===== src/rtl/dmem_arbiter_if.sv =====
// dmem_arbiter_if: request/ack ports of both cores plus the shared data-memory port.
interface dmem_arbiter_if #(
  parameter int unsigned ADDR_W = 32,
  parameter int unsigned DATA_W = 32
);
  // core 0
  logic              req0;
  logic              we0;
  logic              lock0;
  logic [ADDR_W-1:0] addr0;
  logic [DATA_W-1:0] wdata0;
  logic              ack0;
  logic [DATA_W-1:0] rdata0;
  // core 1
  logic              req1;
  logic              we1;
  logic              lock1;
  logic [ADDR_W-1:0] addr1;
  logic [DATA_W-1:0] wdata1;
  logic              ack1;
  logic [DATA_W-1:0] rdata1;
  // memory side and status
  logic              mem_en;
  logic              mem_we;
  logic [ADDR_W-1:0] mem_addr;
  logic [DATA_W-1:0] mem_wdata;
  logic [DATA_W-1:0] mem_rdata;
  logic              grant_id;
  logic              busy;

  // arbiter side
  modport slave (
    input  req0, we0, lock0, addr0, wdata0,
    output ack0, rdata0,
    input  req1, we1, lock1, addr1, wdata1,
    output ack1, rdata1,
    output mem_en, mem_we, mem_addr, mem_wdata,
    input  mem_rdata,
    output grant_id, busy
  );

  // cores plus memory, as seen from outside the arbiter
  modport master (
    output req0, we0, lock0, addr0, wdata0,
    input  ack0, rdata0,
    output req1, we1, lock1, addr1, wdata1,
    input  ack1, rdata1,
    input  mem_en, mem_we, mem_addr, mem_wdata,
    output mem_rdata,
    input  grant_id, busy
  );
endinterface


===== src/rtl/dmem_arbiter.sv =====
// dmem_arbiter: round-robin sharing of one single-port synchronous data memory
// between two cores (IDLE -> ACC -> DONE per access, back-to-back when contended).
// Optional macro DMEM_ARB_LOCK_EN: a core holding lock keeps the memory to itself.
module dmem_arbiter #(
  parameter int unsigned ADDR_W = 32,
  parameter int unsigned DATA_W = 32
) (
  input  logic          clk,
  input  logic          reset,
  dmem_arbiter_if.slave bus
);

  typedef enum logic [1:0] {
    IDLE = 2'd0,
    ACC  = 2'd1,
    DONE = 2'd2
  } state_e;

  state_e            state_q;
  logic              gnt_q;
  logic              last_q;
  logic              ld_q;
  logic              busy_q;
  logic              ack0_q;
  logic              ack1_q;
  logic              mem_en_q;
  logic              mem_we_q;
  logic [ADDR_W-1:0] mem_addr_q;
  logic [DATA_W-1:0] mem_wdata_q;
  logic [DATA_W-1:0] rdata0_q;
  logic [DATA_W-1:0] rdata1_q;

  logic [1:0]        req_c;
  logic              held_idle_d;
  logic              held_done_d;
  logic              grant_d;
  logic              core_d;
  logic              we_d;
  logic [ADDR_W-1:0] addr_d;
  logic [DATA_W-1:0] wdata_d;

  assign req_c = {bus.req1, bus.req0};

`ifdef DMEM_ARB_LOCK_EN
  logic       held_q;
  logic [1:0] lock_c;
  assign lock_c = {bus.lock1, bus.lock0};
  // held mode survives IDLE only while the owner still locks or requests
  assign held_idle_d = held_q & (lock_c[gnt_q] | req_c[gnt_q]);
  assign held_done_d = lock_c[gnt_q];
`else
  logic unused_lock;
  assign unused_lock = bus.lock0 ^ bus.lock1;
  assign held_idle_d = 1'b0;
  assign held_done_d = 1'b0;
`endif

  // grant decision: IDLE picks round-robin (or the holder), DONE hands over to the other core
  always_comb begin
    grant_d = 1'b0;
    core_d  = gnt_q;
    case (state_q)
      IDLE: begin
        if (held_idle_d) begin
          grant_d = req_c[gnt_q];
        end else if (req_c == 2'b11) begin
          grant_d = 1'b1;
          core_d  = ~last_q;
        end else begin
          grant_d = |req_c;
          core_d  = req_c[1];
        end
      end
      DONE: begin
        // the core just acked is ignored here; only the other one may follow directly
        grant_d = ~held_done_d & req_c[~gnt_q];
        core_d  = ~gnt_q;
      end
      default: grant_d = 1'b0;
    endcase
  end

  assign we_d    = core_d ? bus.we1    : bus.we0;
  assign addr_d  = core_d ? bus.addr1  : bus.addr0;
  assign wdata_d = core_d ? bus.wdata1 : bus.wdata0;

  // FSM state, memory strobes, acks and read-data holding registers
  always_ff @(posedge clk or negedge reset) begin
    if (!reset) begin
      state_q     <= IDLE;
      gnt_q       <= 1'b0;
      last_q      <= 1'b1;
      ld_q        <= 1'b0;
      busy_q      <= 1'b0;
      ack0_q      <= 1'b0;
      ack1_q      <= 1'b0;
      mem_en_q    <= 1'b0;
      mem_we_q    <= 1'b0;
      mem_addr_q  <= '0;
      mem_wdata_q <= '0;
      rdata0_q    <= '0;
      rdata1_q    <= '0;
`ifdef DMEM_ARB_LOCK_EN
      held_q      <= 1'b0;
`endif
    end else begin
      ack0_q <= 1'b0;
      ack1_q <= 1'b0;
      case (state_q)
        IDLE: begin
`ifdef DMEM_ARB_LOCK_EN
          held_q <= held_idle_d;
`endif
        end
        ACC: begin
          state_q  <= DONE;
          last_q   <= gnt_q;
          mem_en_q <= 1'b0;
          mem_we_q <= 1'b0;
          ld_q     <= ~mem_we_q;
          ack0_q   <= ~gnt_q;
          ack1_q   <= gnt_q;
        end
        DONE: begin
          if (ld_q && !gnt_q) rdata0_q <= bus.mem_rdata;
          if (ld_q && gnt_q)  rdata1_q <= bus.mem_rdata;
`ifdef DMEM_ARB_LOCK_EN
          held_q <= held_done_d;
`endif
          state_q <= IDLE;
          busy_q  <= 1'b0;
        end
        default: begin
          state_q  <= IDLE;
          busy_q   <= 1'b0;
          mem_en_q <= 1'b0;
          mem_we_q <= 1'b0;
        end
      endcase
      if (grant_d) begin
        state_q     <= ACC;
        gnt_q       <= core_d;
        busy_q      <= 1'b1;
        mem_en_q    <= 1'b1;
        mem_we_q    <= we_d;
        mem_addr_q  <= addr_d;
        mem_wdata_q <= wdata_d;
      end
    end
  end

  assign bus.ack0      = ack0_q;
  assign bus.ack1      = ack1_q;
  assign bus.mem_en    = mem_en_q;
  assign bus.mem_we    = mem_we_q;
  assign bus.mem_addr  = mem_addr_q;
  assign bus.mem_wdata = mem_wdata_q;
  assign bus.grant_id  = gnt_q;
  assign bus.busy      = busy_q;

  // memory data only arrives during DONE: a load ack forwards it, the register keeps it afterwards
  assign bus.rdata0 = (ack0_q && ld_q) ? bus.mem_rdata : rdata0_q;
  assign bus.rdata1 = (ack1_q && ld_q) ? bus.mem_rdata : rdata1_q;

endmodule


===== src/flat_wrapper.sv =====
// flat-port wrapper written by rule: the top's interface ports become plain ports
module dmem_arbiter_flat 
#(
  parameter int unsigned ADDR_W = 32,
  parameter int unsigned DATA_W = 32
)
  (clk, reset, bus_req0, bus_we0, bus_lock0, bus_addr0, bus_wdata0, bus_ack0, bus_rdata0, bus_req1, bus_we1, bus_lock1, bus_addr1, bus_wdata1, bus_ack1, bus_rdata1, bus_mem_en, bus_mem_we, bus_mem_addr, bus_mem_wdata, bus_mem_rdata, bus_grant_id, bus_busy);
  dmem_arbiter_if #(.ADDR_W(ADDR_W), .DATA_W(DATA_W)) bus_i ();
  input  logic clk;
  input  logic reset;
  input wire logic [$bits(bus_i.req0)-1:0] bus_req0;
  input wire logic [$bits(bus_i.we0)-1:0] bus_we0;
  input wire logic [$bits(bus_i.lock0)-1:0] bus_lock0;
  input wire logic [$bits(bus_i.addr0)-1:0] bus_addr0;
  input wire logic [$bits(bus_i.wdata0)-1:0] bus_wdata0;
  output wire logic [$bits(bus_i.ack0)-1:0] bus_ack0;
  output wire logic [$bits(bus_i.rdata0)-1:0] bus_rdata0;
  input wire logic [$bits(bus_i.req1)-1:0] bus_req1;
  input wire logic [$bits(bus_i.we1)-1:0] bus_we1;
  input wire logic [$bits(bus_i.lock1)-1:0] bus_lock1;
  input wire logic [$bits(bus_i.addr1)-1:0] bus_addr1;
  input wire logic [$bits(bus_i.wdata1)-1:0] bus_wdata1;
  output wire logic [$bits(bus_i.ack1)-1:0] bus_ack1;
  output wire logic [$bits(bus_i.rdata1)-1:0] bus_rdata1;
  output wire logic [$bits(bus_i.mem_en)-1:0] bus_mem_en;
  output wire logic [$bits(bus_i.mem_we)-1:0] bus_mem_we;
  output wire logic [$bits(bus_i.mem_addr)-1:0] bus_mem_addr;
  output wire logic [$bits(bus_i.mem_wdata)-1:0] bus_mem_wdata;
  input wire logic [$bits(bus_i.mem_rdata)-1:0] bus_mem_rdata;
  output wire logic [$bits(bus_i.grant_id)-1:0] bus_grant_id;
  output wire logic [$bits(bus_i.busy)-1:0] bus_busy;
  assign bus_i.req0 = bus_req0;
  assign bus_i.we0 = bus_we0;
  assign bus_i.lock0 = bus_lock0;
  assign bus_i.addr0 = bus_addr0;
  assign bus_i.wdata0 = bus_wdata0;
  assign bus_ack0 = bus_i.ack0;
  assign bus_rdata0 = bus_i.rdata0;
  assign bus_i.req1 = bus_req1;
  assign bus_i.we1 = bus_we1;
  assign bus_i.lock1 = bus_lock1;
  assign bus_i.addr1 = bus_addr1;
  assign bus_i.wdata1 = bus_wdata1;
  assign bus_ack1 = bus_i.ack1;
  assign bus_rdata1 = bus_i.rdata1;
  assign bus_mem_en = bus_i.mem_en;
  assign bus_mem_we = bus_i.mem_we;
  assign bus_mem_addr = bus_i.mem_addr;
  assign bus_mem_wdata = bus_i.mem_wdata;
  assign bus_i.mem_rdata = bus_mem_rdata;
  assign bus_grant_id = bus_i.grant_id;
  assign bus_busy = bus_i.busy;
  dmem_arbiter #(.ADDR_W(ADDR_W), .DATA_W(DATA_W)) u_core (.clk(clk), .reset(reset), .bus(bus_i));
endmodule

===== config.mk =====
export PLATFORM = sky130hd
export DESIGN_NAME = dmem_arbiter_flat
export DESIGN_NICKNAME = d
export VERILOG_FILES = /design/src/rtl/dmem_arbiter_if.sv /design/src/rtl/dmem_arbiter.sv /design/src/flat_wrapper.sv
export SDC_FILE = /design/constraint.sdc
export NUM_CORES = 1
export LEC_CHECK = 0
export BUFFER_PORTS_ARGS = -buffer_cell sky130_fd_sc_hd__buf_2
export CORE_MARGIN = 2
export CORE_UTILIZATION = 40
export DETAILED_ROUTE_END_ITERATION = 7
export PLACE_DENSITY = 0.8
export SYNTH_ARGS = -nofsm -noshare
export SYNTH_HDL_FRONTEND = slang
export SYNTH_SLANG_ARGS = --single-unit

===== constraint.sdc =====
create_clock -name clk -period 1.9 [get_ports clk]
set_clock_uncertainty 0.2 [all_clocks]
set_input_delay 0.285 -clock clk [delete_from_list [all_inputs] [get_ports clk]]
set_output_delay 0.285 -clock clk [all_outputs]
set_load 0.1 [all_outputs]

Word-level counts from Yosys, hierarchy flattened
Index checks and enable logic that the tools add are counted.
{"block": "word_totals", "ram_bits": 0, "mem_count": 0, "word_cells": 54, "latch_bits": 0, "romBits": 0, "register_bits": 138}
{"block": "classes", "add_sub_neg": 0, "n_lt_le_gt_ge": 1, "eq_ne": 6, "n_reduce_logical": 11, "mul": 0, "n_mux": 20, "n_bitwise": 3, "div_mod_pow": 0, "shift": 0}
{"operator": "two-way mux 32 bit", "n": 4}
{"operator": "two-way mux 1 bit", "n": 12}
{"operator": "!= test 2 x 1 -> 1 bit (second input constant)", "n": 3}
{"operator": "OR reduction 2 bit", "n": 3}
{"operator": "== test 2 bit (second input constant)", "n": 2}
{"operator": "logical AND 1 bit", "n": 4}
{"operator": "one-hot mux 1 bit (2 select lines)", "n": 2}
{"operator": "one-hot mux 2 bit (2 select lines)", "n": 1}
{"operator": "AND reduction 2 bit", "n": 2}
{"operator": "NOT 1 bit", "n": 3}
{"operator": "== test 2 x 1 -> 1 bit (second input constant)", "n": 1}
{"operator": "logical NOT 2 bit", "n": 1}
{"operator": "less-than comparator 1 x 2 -> 1 bit (second input constant)", "n": 1}
{"operator": "two-way mux 2 bit", "n": 1}
{"operator": "logical NOT 1 bit", "n": 1}

Depth between registers and ports, before layout
{"block": "depth", "ltp_word": 5, "ltp_mapped": 7}

Least setup slack after synthesis
Ideal clock, no wire load.
{"block": "synth_timing", "kind": "flip-flop to output port", "from": "reg u_core.ack0_q, in the netlist u_core.bus.ack0", "to": "out bus_rdata0[10]", "required_ns": 1.415, "setup_slack_ns": -0.626, "path_stages_with_launch": 4, "n_path_buf": 1, "arrival_time_ns": 2.041, "cell_sequence": "dfrtp_1 -> nand2_1 -> buf_1 -> mux2_2"}
{"block": "synth_between", "elab_chain_len": 2}
{"element": "start: declaration", "line_no": "dmem_arbiter.sv:24", "rtl": "logic ack0_q;"}
{"element": "start signal: assignment", "line_no": "dmem_arbiter.sv:121", "rtl": "ack0_q <= ~gnt_q;"}
{"element": "logical AND 1 bit", "line_no": "dmem_arbiter.sv:162", "rtl": "assign bus.rdata0 = (ack0_q && ld_q) ? bus.mem_rdata : rdata0_q;"}
{"element": "two-way mux 32 bit", "line_no": "dmem_arbiter.sv:162"}
{"element": "end: declaration", "line_no": "flat_wrapper.sv:17", "rtl": "output wire logic [$bits(bus_i.rdata0)-1:0] bus_rdata0;"}
Every way passes these cells.

Worst setup path after layout
{"block": "layout_timing", "from": "reg u_core.ld_q", "to": "out bus_rdata1[16]"}
{"block": "layout_between", "elab_chain_len": 2}
{"element": "start: declaration", "line_no": "dmem_arbiter.sv:22", "rtl": "logic ld_q;"}
{"element": "start signal: assignment", "line_no": "dmem_arbiter.sv:120", "rtl": "ld_q <= ~mem_we_q;"}
{"element": "logical AND 1 bit", "line_no": "dmem_arbiter.sv:163", "rtl": "assign bus.rdata1 = (ack1_q && ld_q) ? bus.mem_rdata : rdata1_q;"}
{"element": "two-way mux 32 bit", "line_no": "dmem_arbiter.sv:163"}
{"element": "end: declaration", "line_no": "flat_wrapper.sv:24", "rtl": "output wire logic [$bits(bus_i.rdata1)-1:0] bus_rdata1;"}
Every way passes these cells.

==> results.txt <==
Synth Instances = 824
H-tree Lvls = 4
vias in the first global route = 8635
Req. time, crit path = 1410 ps
clock root buffer = clkbuf_16
initial cell density of the core = 0.410
# DRC = 0
register bit total from synthesis = 138
status = finished with violations
CTS max path bufs = 2
post-synth cell types = 27
WL final = 37300 µm
average size of a mapped cell = 9.76 µm²
WHS = -9.46 ps
Clk Latency, worst-skew pair = 410 ps
sequential area share after synthesis = 0.430
most frequent cells in the layout = 232 x buf_2, 131 x dfrtp_1, 121 x o21ai_0
CTS buffer count = 17
CTS tree = done
Pre-antenna DRT Iters = 7
Crit. End Element = output port
Fillers = 1235
grt total ovfl = 0
fmax = 0.444 GHz
CP Launch Type = flip-flop
Max-Cap Viols = 0
Final WS setup = -353 ps
Die Y = 146 µm
critical path peak fanout = 7
1st-iter DRT viols = 792
RSZ-0062 raised after global routing = yes
Area Overhead vs Synth = 78.8%
Die Wd = 146 µm
fin crit period = 2250 ps
share of cells above drive strength 1 = 0.529
Post-DRT Antenna Nets = 0
worst-margin pin slew = 545 ps
GRT Total Usage = 0.277
endpoints failing setup = 106
endpoints failing hold = 2
initial antenna violation count = 2
routability cong. = 0.816
I/O pin count = 302
failing checks = negative hold slack, negative setup slack
Mapped Area = 8040 µm²
Net Count, Synth = 992
Worst Setup Path Type = flip-flop to output port
Core ar. = 19600 µm²
Crit path arrival time = 1770 ps
Hold Path Class = input port to flip-flop
average routed wire per standard cell = 24.6 µm
dpl ws = -64.0 ps
Syn. warnings = 0
largest net degree at the start of global routing = 74
Detailed Place HPWL = 18200 µm
post-route clock period utilization = 1.19
first-pass GRT wire length = 47300 µm
most common cell after layout, fill and taps aside = buf_2
cell row count = 51
fin. max-slew vios = 0
total number of vias = 9360
vias per cell = 6.18
max_slew headroom = 0.639
Final #Nets = 1403
clk slew on worst S/H paths = 60 ps
die area = 21200 µm²
CTS Sinks = 138
Port Buffer Count = 299
==> final cells by class <==
| class | count | area, µm² | area share |
|---|---|---|---|
| flip-flops and latches | 138 | 3470 | 0.242 |
| diodes | 1 | 2.50 | 0.000174 |
| multi-input cells | 597 | 5100 | 0.355 |
| clock inverters | 14 | 113 | 0.00783 |
| repair buffers | 477 | 4910 | 0.341 |
| inverters | 4 | 15.0 | 0.00104 |
| well taps | 265 | 332 | 0.0231 |
| clock buffers | 18 | 429 | 0.0299 |
==> synth_stat cells <==
cell type  count  share of area
a21boi_1       1        0.00093
o31ai_1       60          0.056
mux2i_1        1         0.0012
nor3b_2        1         0.0016
nand4_1        1        0.00078
dfrtp_1      137           0.43
o22ai_1       65          0.051
mux2_2       128           0.18
clkbuf_1      55          0.026
o211ai_1       2         0.0019
nor2_1        63          0.029
a21boi_0      60          0.056
buf_2         20          0.012
a21oi_1        4         0.0025
dfstp_2        1         0.0033
or2_1          1        0.00078
nand2_1        7         0.0033
o21ai_1        2         0.0012
and2_1         1        0.00078
a21o_1         3         0.0028
a21bo_2        1         0.0012
buf_1          8         0.0037
inv_1          4         0.0019
buf_6          4         0.0056
nand2b_1       3         0.0023
o21ai_0      131          0.082
or3_1         60          0.047
==> cell families after synthesis <==
group,after synthesis,synth area share
buf+inv,91,0.0493
compound gates,329,0.255
flops,138,0.430
mux,129,0.181
simple gates,137,0.0856
==> per-stage QoR <==
step / std cells / setup TNS (ps) / hold WS [ps] / util / instance area (µm²)
after floorplan: 824 / -2650 / -211 / - / 8350
after global placement: 1346 / -192 / 26.7 / 0.577 / 11300
after detailed placement: 1346 / -484 / 30.1 / 0.577 / 11300
after CTS: 1465 / -21080 / 0.111 / 0.662 / 13000
after global routing: 1514 / -25880 / 1.82 / 0.734 / 14400
final: 1514 / -21180 / -9.46 / 0.734 / 14400
==> metal layers <==
layer | global-route usage | vias up | part of all wire
li1 | - | 3902 | -
met1 | 0.338 | 4538 | 0.35
met2 | 0.480 | 738 | 0.49
met3 | 0.0708 | 180 | 0.11
met4 | 0.0873 | 2 | 0.050
met5 | 0 | - | 0.00024
==> state kept, by name (all words and copies together), names as in the netlist <==
name and cells:
u_core.bus.mem_addr 32, u_core.bus.mem_wdata 32, u_core.rdata0_q 32, u_core.rdata1_q 32, u_core.state_q 2, u_core.bus.ack0 1
u_core.bus.ack1 1, u_core.bus.busy 1, u_core.bus.grant_id 1, u_core.bus.mem_en 1, u_core.bus.mem_we 1, u_core.last_q 1
u_core.ld_q 1
==> worst paths after layout <==
kind,depth (start not counted),slack [ps],startpoint,end
setup / recovery,4,-350,u_core.ld_q$_DFFE_PN0P_,bus_rdata1[16]
min in group asynchronous,2,160,reset,u_core.rdata0_q[28]$_DFFE_PN0P_
hold / removal,3,-9,bus_addr1[7],u_core.bus.mem_addr[7]$_DFFE_PN0P_
hold reg to reg,1,270,u_core.bus.mem_en$_DFFE_PN0P_,u_core.bus.mem_en$_DFFE_PN0P_
setup reg to reg,7,-140,u_core.last_q$_DFFE_PN1P_,u_core.bus.mem_addr[24]$_DFFE_PN0P_
max in group asynchronous,3,720,reset,u_core.last_q$_DFFE_PN1P_
==> repair_timing <==
action | 4_1_cts | 5_1_grt
pin swaps | 23 | 37
gates cloned | 9 | 30
setup endpoints to repair | 101 | 161
buffers inserted | 11 | 12
hold buffers | 67 | 10
hold endpoints to repair | 233 | 10
gates resized for setup | 38 | 189
==> critical path, stage by stage, from the launching register on <==
cell and delay (ps):
dfrtp_2 490, nand2_8 160, clkbuf_16 190, mux2_4 330
buf_12 170
Power is not shown: default switching activity piles up to over one toggle a cycle in this logic, so the estimate is an artifact.
